===== src/rtl/fport_pkg.sv =====
// rtl/fport_pkg.sv - F.Port protocol constants, parser/UART state encodings and checksum helper.
package fport_pkg;

  localparam logic [7:0] FPORT_DELIM        = 8'h7E;
  localparam logic [7:0] FPORT_ESC          = 8'h7D;
  localparam logic [7:0] FPORT_XOR          = 8'h20;
  localparam logic [7:0] FPORT_LEN          = 8'h19;
  localparam logic [7:0] FPORT_TYPE_CONTROL = 8'h00;
  localparam int         FPORT_DATA_BYTES   = 22;
  localparam int         FPORT_PAYLOAD_BITS = 8 * FPORT_DATA_BYTES;
  localparam int         FLAG_FAILSAFE_BIT  = 3;
  localparam int         FLAG_FRAME_LOST_BIT = 2;

  typedef enum logic [3:0] {
    P_IDLE,
    P_LEN,
    P_TYPE,
    P_DATA,
    P_FLAGS,
    P_RSSI,
    P_CRC,
    P_END,
    P_SKIP
  } parser_state_e;

  typedef enum logic [1:0] {
    U_IDLE,
    U_START,
    U_DATA,
    U_STOP
  } uart_state_e;

  // 8-bit add with end-around carry; 0xFE+1 is the worst case, so no second carry.
  function automatic logic [7:0] sum_eac(input logic [7:0] a, input logic [7:0] b);
    logic [8:0] s;
    s = {1'b0, a} + {1'b0, b};
    return s[7:0] + {7'd0, s[8]};
  endfunction

endpackage


===== src/rtl/fport_uart_rx.sv =====
// rtl/fport_uart_rx.sv - Oversampling 8N1 receiver with synchroniser, optional inversion and stop-bit check.
module fport_uart_rx
  import fport_pkg::*;
#(
  parameter int clocks_per_bit = 104,
  parameter int invert_input   = 1
) (
  input  logic       clock,
  input  logic       reset_n,
  input  logic       fport,
  output logic       byte_valid,
  output logic [7:0] data_byte,
  output logic       framing_error
);

  localparam int   CW       = $clog2(clocks_per_bit);
  localparam int   HALF     = clocks_per_bit / 2;
  localparam logic INV      = (invert_input != 0);
  localparam logic IDLE_PIN = ~INV;

  uart_state_e state_q, state_d;
  logic          meta_q, sync_q, prev_q, prev_d;
  logic [CW-1:0] cnt_q, cnt_d;
  logic [2:0]    bit_q, bit_d;
  logic [7:0]    shift_q, shift_d;
  logic          line;

  assign line      = sync_q ^ INV;
  assign data_byte = shift_q;

  always_ff @(posedge clock or negedge reset_n) begin
    if (!reset_n) begin
      meta_q  <= IDLE_PIN;
      sync_q  <= IDLE_PIN;
      prev_q  <= 1'b1;
      state_q <= U_IDLE;
      cnt_q   <= '0;
      bit_q   <= '0;
      shift_q <= '0;
    end else begin
      meta_q  <= fport;
      sync_q  <= meta_q;
      prev_q  <= prev_d;
      state_q <= state_d;
      cnt_q   <= cnt_d;
      bit_q   <= bit_d;
      shift_q <= shift_d;
    end
  end

  always_comb begin
    state_d       = state_q;
    cnt_d         = cnt_q;
    bit_d         = bit_q;
    shift_d       = shift_q;
    prev_d        = line;
    byte_valid    = 1'b0;
    framing_error = 1'b0;
    case (state_q)
      U_IDLE: begin
        if (prev_q && !line) begin
          state_d = U_START;
          cnt_d   = '0;
        end
      end
      U_START: begin
        // A glitch shorter than half a bit returns to idle.
        if (cnt_q == CW'(HALF - 1)) begin
          cnt_d   = '0;
          bit_d   = '0;
          state_d = line ? U_IDLE : U_DATA;
        end else begin
          cnt_d = cnt_q + CW'(1);
        end
      end
      U_DATA: begin
        if (cnt_q == CW'(clocks_per_bit - 1)) begin
          cnt_d   = '0;
          shift_d = {line, shift_q[7:1]};
          bit_d   = bit_q + 3'd1;
          if (bit_q == 3'd7) state_d = U_STOP;
        end else begin
          cnt_d = cnt_q + CW'(1);
        end
      end
      U_STOP: begin
        if (cnt_q == CW'(clocks_per_bit - 1)) begin
          state_d       = U_IDLE;
          byte_valid    = line;
          framing_error = !line;
        end else begin
          cnt_d = cnt_q + CW'(1);
        end
      end
      default: state_d = U_IDLE;
    endcase
  end

endmodule


===== src/rtl/fport_receiver.sv =====
// rtl/fport_receiver.sv - F.Port control-frame receiver: de-stuffing, parsing, checksum, unpack and link timeout.
module fport_receiver
  import fport_pkg::*;
#(
  parameter int clock_frequency = 12000000,
  parameter int fport_baudrate  = 115200,
  parameter int clocks_per_bit  = clock_frequency / fport_baudrate,
  parameter int channel_count   = 16,
  parameter int invert_input    = 1,
  parameter int timeout_clocks  = clock_frequency / 10
) (
  input  logic                       clock,
  input  logic                       reset_n,
  input  logic                       fport,
  output logic [11*channel_count-1:0] channels,
  output logic [7:0]                 rssi,
  output logic                       failsafe,
  output logic                       frame_lost,
  output logic                       frame_valid,
  output logic                       crc_error,
  output logic [15:0]                crc_error_count,
  output logic                       link_lost
);

  localparam int CHW = 11 * channel_count;
  localparam int TW  = $clog2(timeout_clocks + 1);
  localparam logic [TW-1:0] TMO_MAX = TW'(timeout_clocks);

  logic       byte_valid, framing_error;
  logic [7:0] data_byte;

  fport_uart_rx #(
    .clocks_per_bit(clocks_per_bit),
    .invert_input  (invert_input)
  ) u_uart (
    .clock        (clock),
    .reset_n      (reset_n),
    .fport        (fport),
    .byte_valid   (byte_valid),
    .data_byte    (data_byte),
    .framing_error(framing_error)
  );

  parser_state_e                 state_q, state_d;
  logic                          esc_q, esc_d;
  logic [4:0]                    cnt_q, cnt_d;
  logic [7:0]                    sum_q, sum_d;
  logic [FPORT_PAYLOAD_BITS-1:0] data_q, data_d;
  logic [7:0]                    flags_q, flags_d;
  logic [7:0]                    rssi_buf_q, rssi_buf_d;
  logic [CHW-1:0]                channels_q, channels_d;
  logic [7:0]                    rssi_q, rssi_d;
  logic                          failsafe_q, failsafe_d;
  logic                          frame_lost_q, frame_lost_d;
  logic                          frame_valid_q, frame_valid_d;
  logic                          crc_error_q, crc_error_d;
  logic [15:0]                   err_cnt_q, err_cnt_d;
  logic [TW-1:0]                 tmo_q, tmo_d;
  logic                          link_lost_q, link_lost_d;

  logic       is_delim, is_data, in_frame, commit, reject;
  logic [7:0] val, sum_add;
  logic       unused_bits;

  assign is_delim = byte_valid && !esc_q && (data_byte == FPORT_DELIM);
  assign is_data  = byte_valid && (esc_q || ((data_byte != FPORT_DELIM) && (data_byte != FPORT_ESC)));
  assign val      = esc_q ? (data_byte ^ FPORT_XOR) : data_byte;
  assign sum_add  = sum_eac(sum_q, val);
  assign in_frame = (state_q != P_IDLE) && (state_q != P_LEN) && (state_q != P_END);
  assign unused_bits = ^{data_q, flags_q};

  always_ff @(posedge clock or negedge reset_n) begin
    if (!reset_n) begin
      state_q       <= P_IDLE;
      esc_q         <= 1'b0;
      cnt_q         <= '0;
      sum_q         <= '0;
      data_q        <= '0;
      flags_q       <= '0;
      rssi_buf_q    <= '0;
      channels_q    <= '0;
      rssi_q        <= '0;
      failsafe_q    <= 1'b0;
      frame_lost_q  <= 1'b0;
      frame_valid_q <= 1'b0;
      crc_error_q   <= 1'b0;
      err_cnt_q     <= '0;
      tmo_q         <= '0;
      link_lost_q   <= 1'b1;
    end else begin
      state_q       <= state_d;
      esc_q         <= esc_d;
      cnt_q         <= cnt_d;
      sum_q         <= sum_d;
      data_q        <= data_d;
      flags_q       <= flags_d;
      rssi_buf_q    <= rssi_buf_d;
      channels_q    <= channels_d;
      rssi_q        <= rssi_d;
      failsafe_q    <= failsafe_d;
      frame_lost_q  <= frame_lost_d;
      frame_valid_q <= frame_valid_d;
      crc_error_q   <= crc_error_d;
      err_cnt_q     <= err_cnt_d;
      tmo_q         <= tmo_d;
      link_lost_q   <= link_lost_d;
    end
  end

  always_comb begin
    state_d    = state_q;
    esc_d      = esc_q;
    cnt_d      = cnt_q;
    sum_d      = sum_q;
    data_d     = data_q;
    flags_d    = flags_q;
    rssi_buf_d = rssi_buf_q;
    commit     = 1'b0;
    reject     = 1'b0;
    if (framing_error) begin
      state_d = P_IDLE;
      esc_d   = 1'b0;
    end else if (byte_valid) begin
      esc_d = !esc_q && (data_byte == FPORT_ESC);
      if (is_delim && in_frame) begin
        state_d = P_LEN;
      end else begin
        case (state_q)
          P_IDLE: if (is_delim) state_d = P_LEN;
          P_LEN: begin
            if (is_data) begin
              state_d = (val == FPORT_LEN) ? P_TYPE : P_IDLE;
              sum_d   = val;
            end
          end
          P_TYPE: begin
            if (is_data) begin
              sum_d   = sum_add;
              cnt_d   = '0;
              state_d = (val == FPORT_TYPE_CONTROL) ? P_DATA : P_SKIP;
            end
          end
          P_DATA: begin
            if (is_data) begin
              // First byte ends up in bits [7:0]: little-endian payload word.
              sum_d  = sum_add;
              data_d = {val, data_q[FPORT_PAYLOAD_BITS-1:8]};
              cnt_d  = cnt_q + 5'd1;
              if (cnt_q == 5'(FPORT_DATA_BYTES - 1)) state_d = P_FLAGS;
            end
          end
          P_FLAGS: begin
            if (is_data) begin
              sum_d   = sum_add;
              flags_d = val;
              state_d = P_RSSI;
            end
          end
          P_RSSI: begin
            if (is_data) begin
              sum_d      = sum_add;
              rssi_buf_d = val;
              state_d    = P_CRC;
            end
          end
          P_CRC: begin
            if (is_data) begin
              sum_d   = sum_add;
              state_d = P_END;
            end
          end
          P_END: begin
            if (is_delim) begin
              commit  = (sum_q == 8'hFF);
              reject  = (sum_q != 8'hFF);
              state_d = P_LEN;
            end else if (is_data) begin
              state_d = P_IDLE;
            end
          end
          P_SKIP: begin
            // Remaining length bytes after TYPE plus the checksum byte.
            if (is_data) begin
              cnt_d = cnt_q + 5'd1;
              if (cnt_q == 5'(FPORT_LEN - 8'd1)) state_d = P_IDLE;
            end
          end
          default: state_d = P_IDLE;
        endcase
      end
    end
  end

  always_comb begin
    channels_d    = commit ? data_q[CHW-1:0] : channels_q;
    rssi_d        = commit ? rssi_buf_q : rssi_q;
    failsafe_d    = commit ? flags_q[FLAG_FAILSAFE_BIT] : failsafe_q;
    frame_lost_d  = commit ? flags_q[FLAG_FRAME_LOST_BIT] : frame_lost_q;
    frame_valid_d = commit;
    crc_error_d   = reject;
    err_cnt_d     = (reject && (err_cnt_q != 16'hFFFF)) ? err_cnt_q + 16'd1 : err_cnt_q;
    tmo_d         = (tmo_q == TMO_MAX) ? tmo_q : tmo_q + TW'(1);
    link_lost_d   = link_lost_q || (tmo_d == TMO_MAX);
    if (commit) begin
      tmo_d       = '0;
      link_lost_d = 1'b0;
    end
  end

  assign channels        = channels_q;
  assign rssi            = rssi_q;
  assign failsafe        = failsafe_q;
  assign frame_lost      = frame_lost_q;
  assign frame_valid     = frame_valid_q;
  assign crc_error       = crc_error_q;
  assign crc_error_count = err_cnt_q;
  assign link_lost       = link_lost_q;

endmodule


===== config.mk =====
export PLATFORM = sky130hd
export DESIGN_NAME = fport_receiver
export DESIGN_NICKNAME = d
export VERILOG_FILES = /design/src/rtl/fport_pkg.sv /design/src/rtl/fport_uart_rx.sv /design/src/rtl/fport_receiver.sv
export SDC_FILE = /design/constraint.sdc
export NUM_CORES = 1
export LEC_CHECK = 0
export CAP_MARGIN = 20
export CORE_ASPECT_RATIO = 0.75
export CORE_MARGIN = 1
export CORE_UTILIZATION = 45
export DETAILED_ROUTE_END_ITERATION = 10
export GPL_TIMING_DRIVEN = 0
export HOLD_SLACK_MARGIN = 0.1
export PLACE_DENSITY = 0.66
export SYNTH_ARGS = -nofsm -noshare
export SYNTH_HDL_FRONTEND = slang
export SYNTH_SLANG_ARGS = --single-unit

===== constraint.sdc =====
create_clock -name clock -period 6.58 [get_ports clock]
set_input_delay 1.316 -clock clock [delete_from_list [all_inputs] [get_ports clock]]
set_output_delay 1.316 -clock clock [all_outputs]
set_load 0.01 [all_outputs]

# Word level (Yosys, flattened, before mapping)
# Cells that the tools add are included.
# W data, S select, Z words.
[op_classes]
mux = 59
reduce_logical = 33
bitwise = 4
eq_ne = 49
add_sub_neg = 7
[op_table]
columns = ["cell", "count"]
rows = [
  ["$mux W4", 16],
  ["$eq A21 B21 Y1 const B", 2],
  ["$mux W21", 2],
  ["$ne A4 B4 Y1 const B", 10],
  ["$pmux W4 S9", 1],
  ["$mux W7", 4],
  ["$pmux W7 S4", 1],
  ["$add A21 B1 Y21 const B", 1],
  ["$reduce_and A5 Y1", 4],
  ["$mux W1", 17],
  ["$add A16 B1 Y16 const B", 1],
  ["$eq A4 B3 Y1 const B", 4],
  ["$eq A8 B7 Y1 const B", 2],
  ["$mux W8", 2],
  ["$ne A16 B16 Y1 const B", 1],
  ["$ne A8 B7 Y1 const B", 2],
  ["$pmux W8 S2", 1],
  ["$mux W2", 7],
  ["$ne A2 B1 Y1 const B", 7],
  ["$reduce_and A12 Y1", 1],
  ["$reduce_and A6 Y1", 2],
  ["$eq A5 B5 Y1 const B", 2],
  ["$logic_and A1 B1 Y1", 10],
  ["$mux W5", 2],
  ["37 further kinds", 50],
]
[totals]
in_bits = 3
elab_cells = 175
reg_bits = 455

# Depth between registers and ports, before layout
# Gate-level depths: netlist of run 1.
[logic_depth]
depth_word = 11
mapped_depth = 15
mapped_depth_nobuf = 15

# Hierarchy
# From an unflattened synthesis of run 1, not the netlist that was laid out.
[hier_totals]
hier_cells = 1730
hier_area_um2 = 18888.1
[modules_own_cells]
columns = ["mod", "area_per_inst_um2", "instances", "cells_each", "seq_area_each_um2"]
rows = [
  ["fport_receiver", 17749.5, 1, 1627, 10761.6],
  ["fport_uart_rx", 1138.6, 1, 103, 576.8],
]

# Worst setup path after synthesis of run 1
# OpenSTA, ideal clock, no wires.
[synth_timing]
path_kind = "flip-flop to flip-flop"
start = "register u_uart.shift_q[0], in the netlist u_uart.data_byte[0]"
end = "register sum_q[7]"
n_path_buf = 0
path_slack_ns = 3.804
t_arrival_ns = 2.650
stages_incl_launch_ff = 15
setup_ns = 0.126
period_less_slack_ns = 2.776
required_ns = 6.454
path_cell_list = "dfrtp_1 > ha_1 > inv_1 > fa_1 > nor2b_1 > o31a_1 > o311a_1 > o21ai_0 > nand2b_1 > ha_1 > and3_1 > and3_1 > a32o_1 > nand2_1 > o31ai_1"
[synth_via]
elab_chain_cells = 6
word_cells_on_any_way = 17
classes_between = "2 x add/sub; 5 x eq/ne; 3 x mux; 1 x bitwise; 6 x reduce/logical"
[synth_rtl]
columns = ["item", "line_no", "text"]
rows = [
  ["from (decl)", "fport_uart_rx.sv:25", "logic [7:0] shift_q, shift_d;"],
  ["from (signal assigned)", "fport_uart_rx.sv:47", "shift_q <= shift_d;"],
  ["parallel branches: the longest is 6 deep, another holds $add A8 B8 Y9", "n/a", ""],
  ["to (signal assigned)", "fport_receiver.sv:94", "sum_q <= sum_d;"],
  ["to (decl)", "fport_receiver.sv:47", "logic [7:0] sum_q, sum_d;"],
]
# Parallel ways; which one is timed is not known. The select of a mux whose other input is x is not followed.
# A chain may end at the register's enable or synchronous reset.

# Worst setup path in the final report of run 1
[layout_timing]
start = "register u_uart.shift_q[2], in the netlist u_uart.data_byte[2]"
end = "register channels_q[55], in the netlist channels[55]"
[layout_via]
elab_chain_cells = 7
word_cells_on_any_way = 8
classes_between = "1 x eq/ne; 5 x mux; 2 x reduce/logical"
[layout_rtl]
columns = ["item", "line_no", "text"]
rows = [
  ["$eq A8 B7 Y1 (*)", "fport_receiver.sv:65", "assign is_delim = byte_valid && !esc_q && (data_byte == FPORT_DELIM);"],
  ["$logic_and A1 B1 Y1 (*)", "fport_receiver.sv:65", ""],
  ["$mux W1", "fport_receiver.sv:173", "if (is_delim) begin"],
  ["$mux W1", "fport_receiver.sv:128", "case (state_q)"],
  ["$mux W1 (*)", "fport_receiver.sv:125", "if (is_delim && in_frame) begin"],
  ["$mux W1 (*)", "fport_receiver.sv:123", "end else if (byte_valid) begin"],
  ["$mux W1 (*)", "fport_receiver.sv:120", "if (framing_error) begin"],
  ["to (signal assigned)", "fport_receiver.sv:98", "channels_q <= channels_d;"],
  ["to (decl)", "fport_receiver.sv:51", "logic [CHW-1:0] channels_q, channels_d;"],
]
# Mark *: on every way between the ends. The rest lies on a longest branch, timed or not.

==> results of run 1 <==
## sequential cells by signal (all words and copies together) (netlist names), 2 cells and up, named ones only
signal / flops
channels: 176
cnt_q: 5
crc_error_count: 16
data_q: 176
flags_q: 2
rssi: 8
rssi_buf_q: 8
state_q: 4
sum_q: 8
tmo_q: 21
u_uart.bit_q: 3
u_uart.cnt_q: 7
u_uart.data_byte: 8
## per-stage QoR
stage	util [%]	std cells	setup TNS, ns	hold slack (ns)	power [mW]
after detailed placement	52.8	2845	0	0.342	3.04
after floorplan	-	2073	0	0.331	2.95
after global routing	56.5	2923	0	0.366	5.75
after CTS	56.5	2923	0	0.356	5.62
final	56.5	2923	0	0.351	5.55
after global placement	52.5	2841	-6951.72	0.340	3.03
## cells in the mapped netlist, drive strengths merged (2+ instances only)
| library cell | count | area, µm² |
|---|---|---|
| a211o | 3 | 35.0 |
| a211oi | 3 | 22.5 |
| a21o | 6 | 45.0 |
| a21oi | 12 | 60.1 |
| a221oi | 2 | 35.0 |
| a22o | 5 | 43.8 |
| a22oi | 2 | 15.0 |
| a2bb2oi | 2 | 17.5 |
| a31oi | 3 | 18.8 |
| a32o | 2 | 20.0 |
| and2 | 5 | 31.3 |
| and3 | 17 | 106 |
| and3b | 3 | 26.3 |
| and4 | 5 | 43.8 |
| and4bb | 2 | 25.0 |
| buf | 35 | 174 |
| clkbuf | 60 | 225 |
| dfrtp | 451 | 11300 |
| dfstp | 2 | 52.6 |
| ha | 19 | 238 |
| inv | 15 | 56.3 |
| mux2 | 18 | 203 |
| mux2i | 8 | 80.1 |
| nand2 | 1133 | 4250 |
| nand2b | 8 | 50.1 |
| nand3 | 26 | 135 |
| nand3b | 2 | 15.0 |
| nand4 | 18 | 128 |
| nor2 | 55 | 209 |
| nor2b | 7 | 43.8 |
| nor3 | 17 | 90.1 |
| nor4 | 6 | 43.8 |
| nor4b | 3 | 26.3 |
| nor4bb | 2 | 20.0 |
| o211ai | 3 | 22.5 |
| o21a | 4 | 30.0 |
| o21ai | 38 | 194 |
| o21bai | 2 | 15.0 |
| o22ai | 5 | 31.3 |
| o31ai | 4 | 30.0 |
| or2 | 3 | 18.8 |
| xnor2 | 29 | 254 |
| xor2 | 16 | 140 |
## cell families after synthesis
group / count (synthesis) / synth area share (%)
XOR/XNOR: 45 / 2.10
AND/OR/NAND/NOR: 1316 / 28.3
AO/OA/AOI/OAI: 103 / 3.75
adder cells (fa/ha/maj): 20 / 1.38
multiplexers: 26 / 1.51
flip-flops: 453 / 60.5
buffers and inverters: 110 / 2.43
## area by class of cell
class | instances | area, µm² | area share, %
clock inverters | 6 | 76.3 | 0.330
flip-flops and latches | 453 | 11300 | 49.1
repair buffers | 211 | 2190 | 9.47
multi-input cells | 1510 | 6930 | 30.0
well taps | 561 | 702 | 3.04
inverters | 15 | 56.3 | 0.244
plain buffers | 95 | 399 | 1.73
clock buffers | 72 | 1410 | 6.10
## per-layer routing
layer	vias to the layer above	routed length, µm
met5	-	0
met4	0	1040
met3	67	2100
met2	315	20400
met1	7042	21900
li1	7093	-
## where the power goes
part	internal [mW]	total, mW	switching, mW	leakage (nW)
Sequential	2.80	2.82	0.0184	6.30
Combinational	0.0486	0.168	0.119	5.12
Clock	1.50	2.56	1.06	0.727
Total	4.35	5.55	1.20	12.1
## worst max-delay path by stage
stage                        end  slack, ns
finish              channels[55]       3.19
global route        channels[57]       2.97
CTS                 channels[55]       3.16
detailed placement  channels[55]       3.18
global placement    channels[62]     -15.42
floorplan               sum_q[7]       3.80
==> results.json, run 1 <==
{
  "outcome": "finished clean",
  "design_area_mm2": 0.0231,
  "synth.distinct_cells": 65,
  "grtUsageMet1_pct": 31.9,
  "grtUsageTotal_pct": 21.8,
  "initial_core_util_pct": 45.8,
  "dp_hpwl_mm": 32.4,
  "port_buffers": 207,
  "drt_wl_total_mm": 45.4,
  "path_buf_inv": 2,
  "synthesis.area_mm2": 0.0187,
  "seq_area_frac_synth_pct": 60.5,
  "period_minus_slack_ns": 3.39,
  "fin_ws_ns": 3.19,
  "critPathKind": "reg2reg",
  "final_antenna_net_count": 0,
  "cts_resized": 0,
  "rows": 64,
  "fillCellCount": 3692,
  "ir_drop_mv": 0.185,
  "final-max-slew-violation-count": 0,
  "io_pins": 208,
  "pre_cts_ws_ns": 3.18,
  "crit_start": "u_uart.data_byte[2]",
  "hold_depth": 0,
  "startpoint_type": "register",
  "power.leakage_nw": 12.1,
  "endpoint_kind": "register",
  "reg2reg_from": "u_uart.data_byte[2]",
  "slowest_delay_ns": 0.61,
  "h-tree-depth": 2,
  "die_w_um": 238,
  "crit_cells": 8,
  "fin_skew_ns": 0.0284,
  "vias": 14517,
  "clkTransAtPathRegs_ns": 0.06,
  "root_buffer": "clkbuf_16",
  "ys_ff_latch": 453,
  "crit_family": "simple AND/OR/NAND/NOR gates",
  "synthArstFlopShare_pct": 100,
  "setup_viol": 0,
  "cp_max_fo": 10,
  "grt_pass1_wl_mm": 74.3,
  "place_congestion": 0.839,
  "power_per_cell_area_mw_per_mm2": 240,
  "coreArea_mm2": 0.0409,
  "drcViolationCount": 0,
  "placed_cell_area_mm2": 0.0216,
  "grt_pass1_vias": 14223,
  "drt_first_pass_iters": 5,
  "drive_above_1_share_pct": 6.01,
  "grt-busiest-layer": "met2",
  "mostFrequentLayoutCells": "nand2_1, dfrtp_1, clkdlybuf4s50_1",
  "synthFlopType": "dfrtp_1",
  "die_y_um": 179,
  "finalHoldViolations": 0,
  "rr_worst_depth": 8,
  "avgRoutedWirePerCell_um": 15.5,
  "gr-total-overflow": 0,
  "maxSlewHeadroom_pct": 31.8,
  "met3_usage_pct": 3.56,
  "hp-start": "u_uart.meta_q",
  "synth_edf_count": 0,
  "cts_tree": "yes",
  "grt_max_degree": 125,
  "drt_iter0_markers": 1006,
  "antenna_found_initial": 0,
  "area_growth_pct": 23.4,
  "cp.required_ns": 7.01,
  "cts_setup_buffers": 0,
  "rsz0062_at_grt": "no",
  "met2_usage_pct": 34.1,
  "cts_sinks": 453,
  "yosys_warnings": 0,
  "vias_per_cell": 4.97,
  "postSynthAreaPerCell_um2": 9.03,
  "max_freq_ghz": 0.295,
  "timing.final.crit_share_pct": 51.6,
  "hold_end": "u_uart.sync_q",
  "synthesis.nets": 2096,
  "rrSetupSlack_ns": 3.19,
  "slowest_stage": "dfrtp_1",
  "worstMarginPinSlew_ns": 1.02,
  "clockBufferDepth": 3,
  "die_area_mm2": 0.0424,
  "arrival_ns": 3.82,
  "layout_commonest_cell": "nand2_1",
  "fin_nets": 2354,
  "cts_buffers": 45,
  "path_cells": "nor4bb_1 > nand3_1 > nor3_1 > nand3_1 > clkbuf_1 > clkbuf_1 > nand2_1 > nand2_1",
  "cts-hold-fix-buffers": 0,
  "r2r_end": "channels[55]",
  "hp-class": "reg2reg",
  "diodes": 0,
  "synth_cells": 2073,
  "clk_latency_ns": 0.56,
  "max-cap-violations": 0
}
(Power assumes the default switching activity.)
==> inputs of run 2 (changes only) <==
PLACE_DENSITY = 0.69   (was 0.66)
clock period = 2.9 ns   (was 6.58 ns; I/O delays follow)
==> results.json, run 2 (synthesis results as in run 1) <==
{
  "outcome": "finished clean",
  "initial_core_util_pct": 45.8,
  "die_area_mm2": 0.0424,
  "placed_cells": 2845,
  "vias_per_cell": 4.96,
  "h-tree-depth": 2,
  "rows": 64,
  "path_cells": "ha_4 > inv_2 > fa_2 > nor2b_2 > o31a_1 > o311a_1 > o21ai_1 > nand2b_1 > ha_2 > ha_2 > and2_4 > nand4_1 > xnor2_1 > mux2i_1 > o21ai_1",
  "power.total_mw": 13.0,
  "place_congestion": 0.884,
  "grt_pass1_vias": 14482,
  "slowest_delay_ns": 0.43,
  "rsz0062_at_grt": "yes",
  "rrSetupSlack_ns": 0.07,
  "grt_pass1_wl_mm": 75.0,
  "drive_above_1_share_pct": 8.22,
  "period_minus_slack_ns": 2.83,
  "cts_sinks": 453,
  "max_freq_ghz": 0.354,
  "layout_commonest_cell": "nand2_1",
  "drt_iter0_markers": 1052,
  "cp_max_fo": 2,
  "grtUsageTotal_pct": 21.9,
  "die_w_um": 238,
  "dp_hpwl_mm": 32.4,
  "io_pins": 208,
  "cts_tree": "yes",
  "antenna_found_initial": 0,
  "ir_drop_mv": 0.427,
  "setup_viol": 0,
  "clockBufferDepth": 3,
  "die_y_um": 179,
  "drcViolationCount": 0,
  "path_buf_inv": 1,
  "instances_no_fill": 2944,
  "power_per_cell_area_mw_per_mm2": 553,
  "endpoint_kind": "register",
  "slowest_stage": "dfrtp_2",
  "avgRoutedWirePerCell_um": 15.5,
  "worstMarginPinSlew_ns": 0.961,
  "drt_first_pass_iters": 5,
  "clkTransAtPathRegs_ns": 0.06,
  "diodes": 0,
  "fin_skew_ns": 0.0159,
  "startpoint_type": "register",
  "final-max-slew-violation-count": 0,
  "arrival_ns": 3.24,
  "cp.required_ns": 3.32,
  "timing.final.crit_share_pct": 97.5,
  "hp-class": "reg2reg",
  "vias": 14612,
  "coreArea_mm2": 0.0409,
  "root_buffer": "clkbuf_16",
  "critPathKind": "reg2reg",
  "grt_max_degree": 123,
  "power.leakage_nw": 12.3,
  "area_growth_pct": 25.2,
  "mostFrequentLayoutCells": "nand2_1, dfrtp_1, clkdlybuf4s50_1",
  "clk_latency_ns": 0.55,
  "gr-total-overflow": 0,
  "cts_buffers": 46,
  "finalHoldViolations": 0,
  "fin_nets": 2369,
  "max-cap-violations": 0,
  "drt_wl_total_mm": 45.7,
  "final_antenna_net_count": 0,
  "port_buffers": 207,
  "crit_family": "compound AO/OA/AOI/OAI gates",
  "maxSlewHeadroom_pct": 35.5
}
run 2: layout make-up:
| type | count | area, µm² |
|---|---|---|
| clock inverter | 23 | 292 |
| buffer | 95 | 418 |
| sequential | 453 | 11300 |
| timing repair buffer | 225 | 2290 |
| inverter | 15 | 56.3 |
| fill | 3583 | 17500 |
| clock buffer | 62 | 1280 |
| multi-input combinational | 1510 | 7060 |
| tap | 561 | 702 |
run 2: worst paths after layout:
path	from	cells after the start	endpoint
worst max register to register	u_uart.data_byte[0]	15	sum_q[6]
max in group asynchronous	reset_n	4	data_q[53]
worst min-delay path	u_uart.meta_q	0	u_uart.sync_q
min in group asynchronous	reset_n	2	sum_q[6]
worst max-delay path	u_uart.data_byte[0]	15	sum_q[6]
worst min register to register	u_uart.meta_q	0	u_uart.sync_q
run 2: layer usage:
layer | GRT usage [%] | up-vias | share of wire [%]
met4 | 5.75 | 0 | 2.2
met3 | 2.94 | 71 | 3.9
li1 | - | 7125 | -
met5 | 0 | - | 0
met1 | 32.2 | 7121 | 48
met2 | 34.5 | 295 | 46
run 2: timing repair:
item / in CTS / in global routing
setup buffers: 8 / 5
resized for setup: 32 / 25
hold buffers: 1 / 0
hold endpoints to repair: 32 / 0
pin swaps: 9 / 9
endpoints found under the setup margin: 354 / 367
run 2: where the power goes:
part           switching [mW]  internal [mW]  total (mW)  leakage, nW
sequential             0.0419           6.36        6.40         6.29
combinational           0.275          0.112       0.386         5.20
clock                    2.51           3.66        6.17        0.775
run 2: stage by stage:
stage,setup slack [ns],util [%],TNS (ns),cell area (µm²),hold WS (ns)
3_5_place_dp,-0.590,52.8,-100.36,21600,0.347
4_1_cts,-0.00312,57.1,-0.00312,23400,0.361
6_report,0.0735,57.3,0,23400,0.355
2_1_floorplan,0.124,-,0,18700,0.284
3_3_place_gp,-18.14,52.5,-8255.22,21500,0.341
5_1_grt,-0.0660,57.3,-0.195,23400,0.369
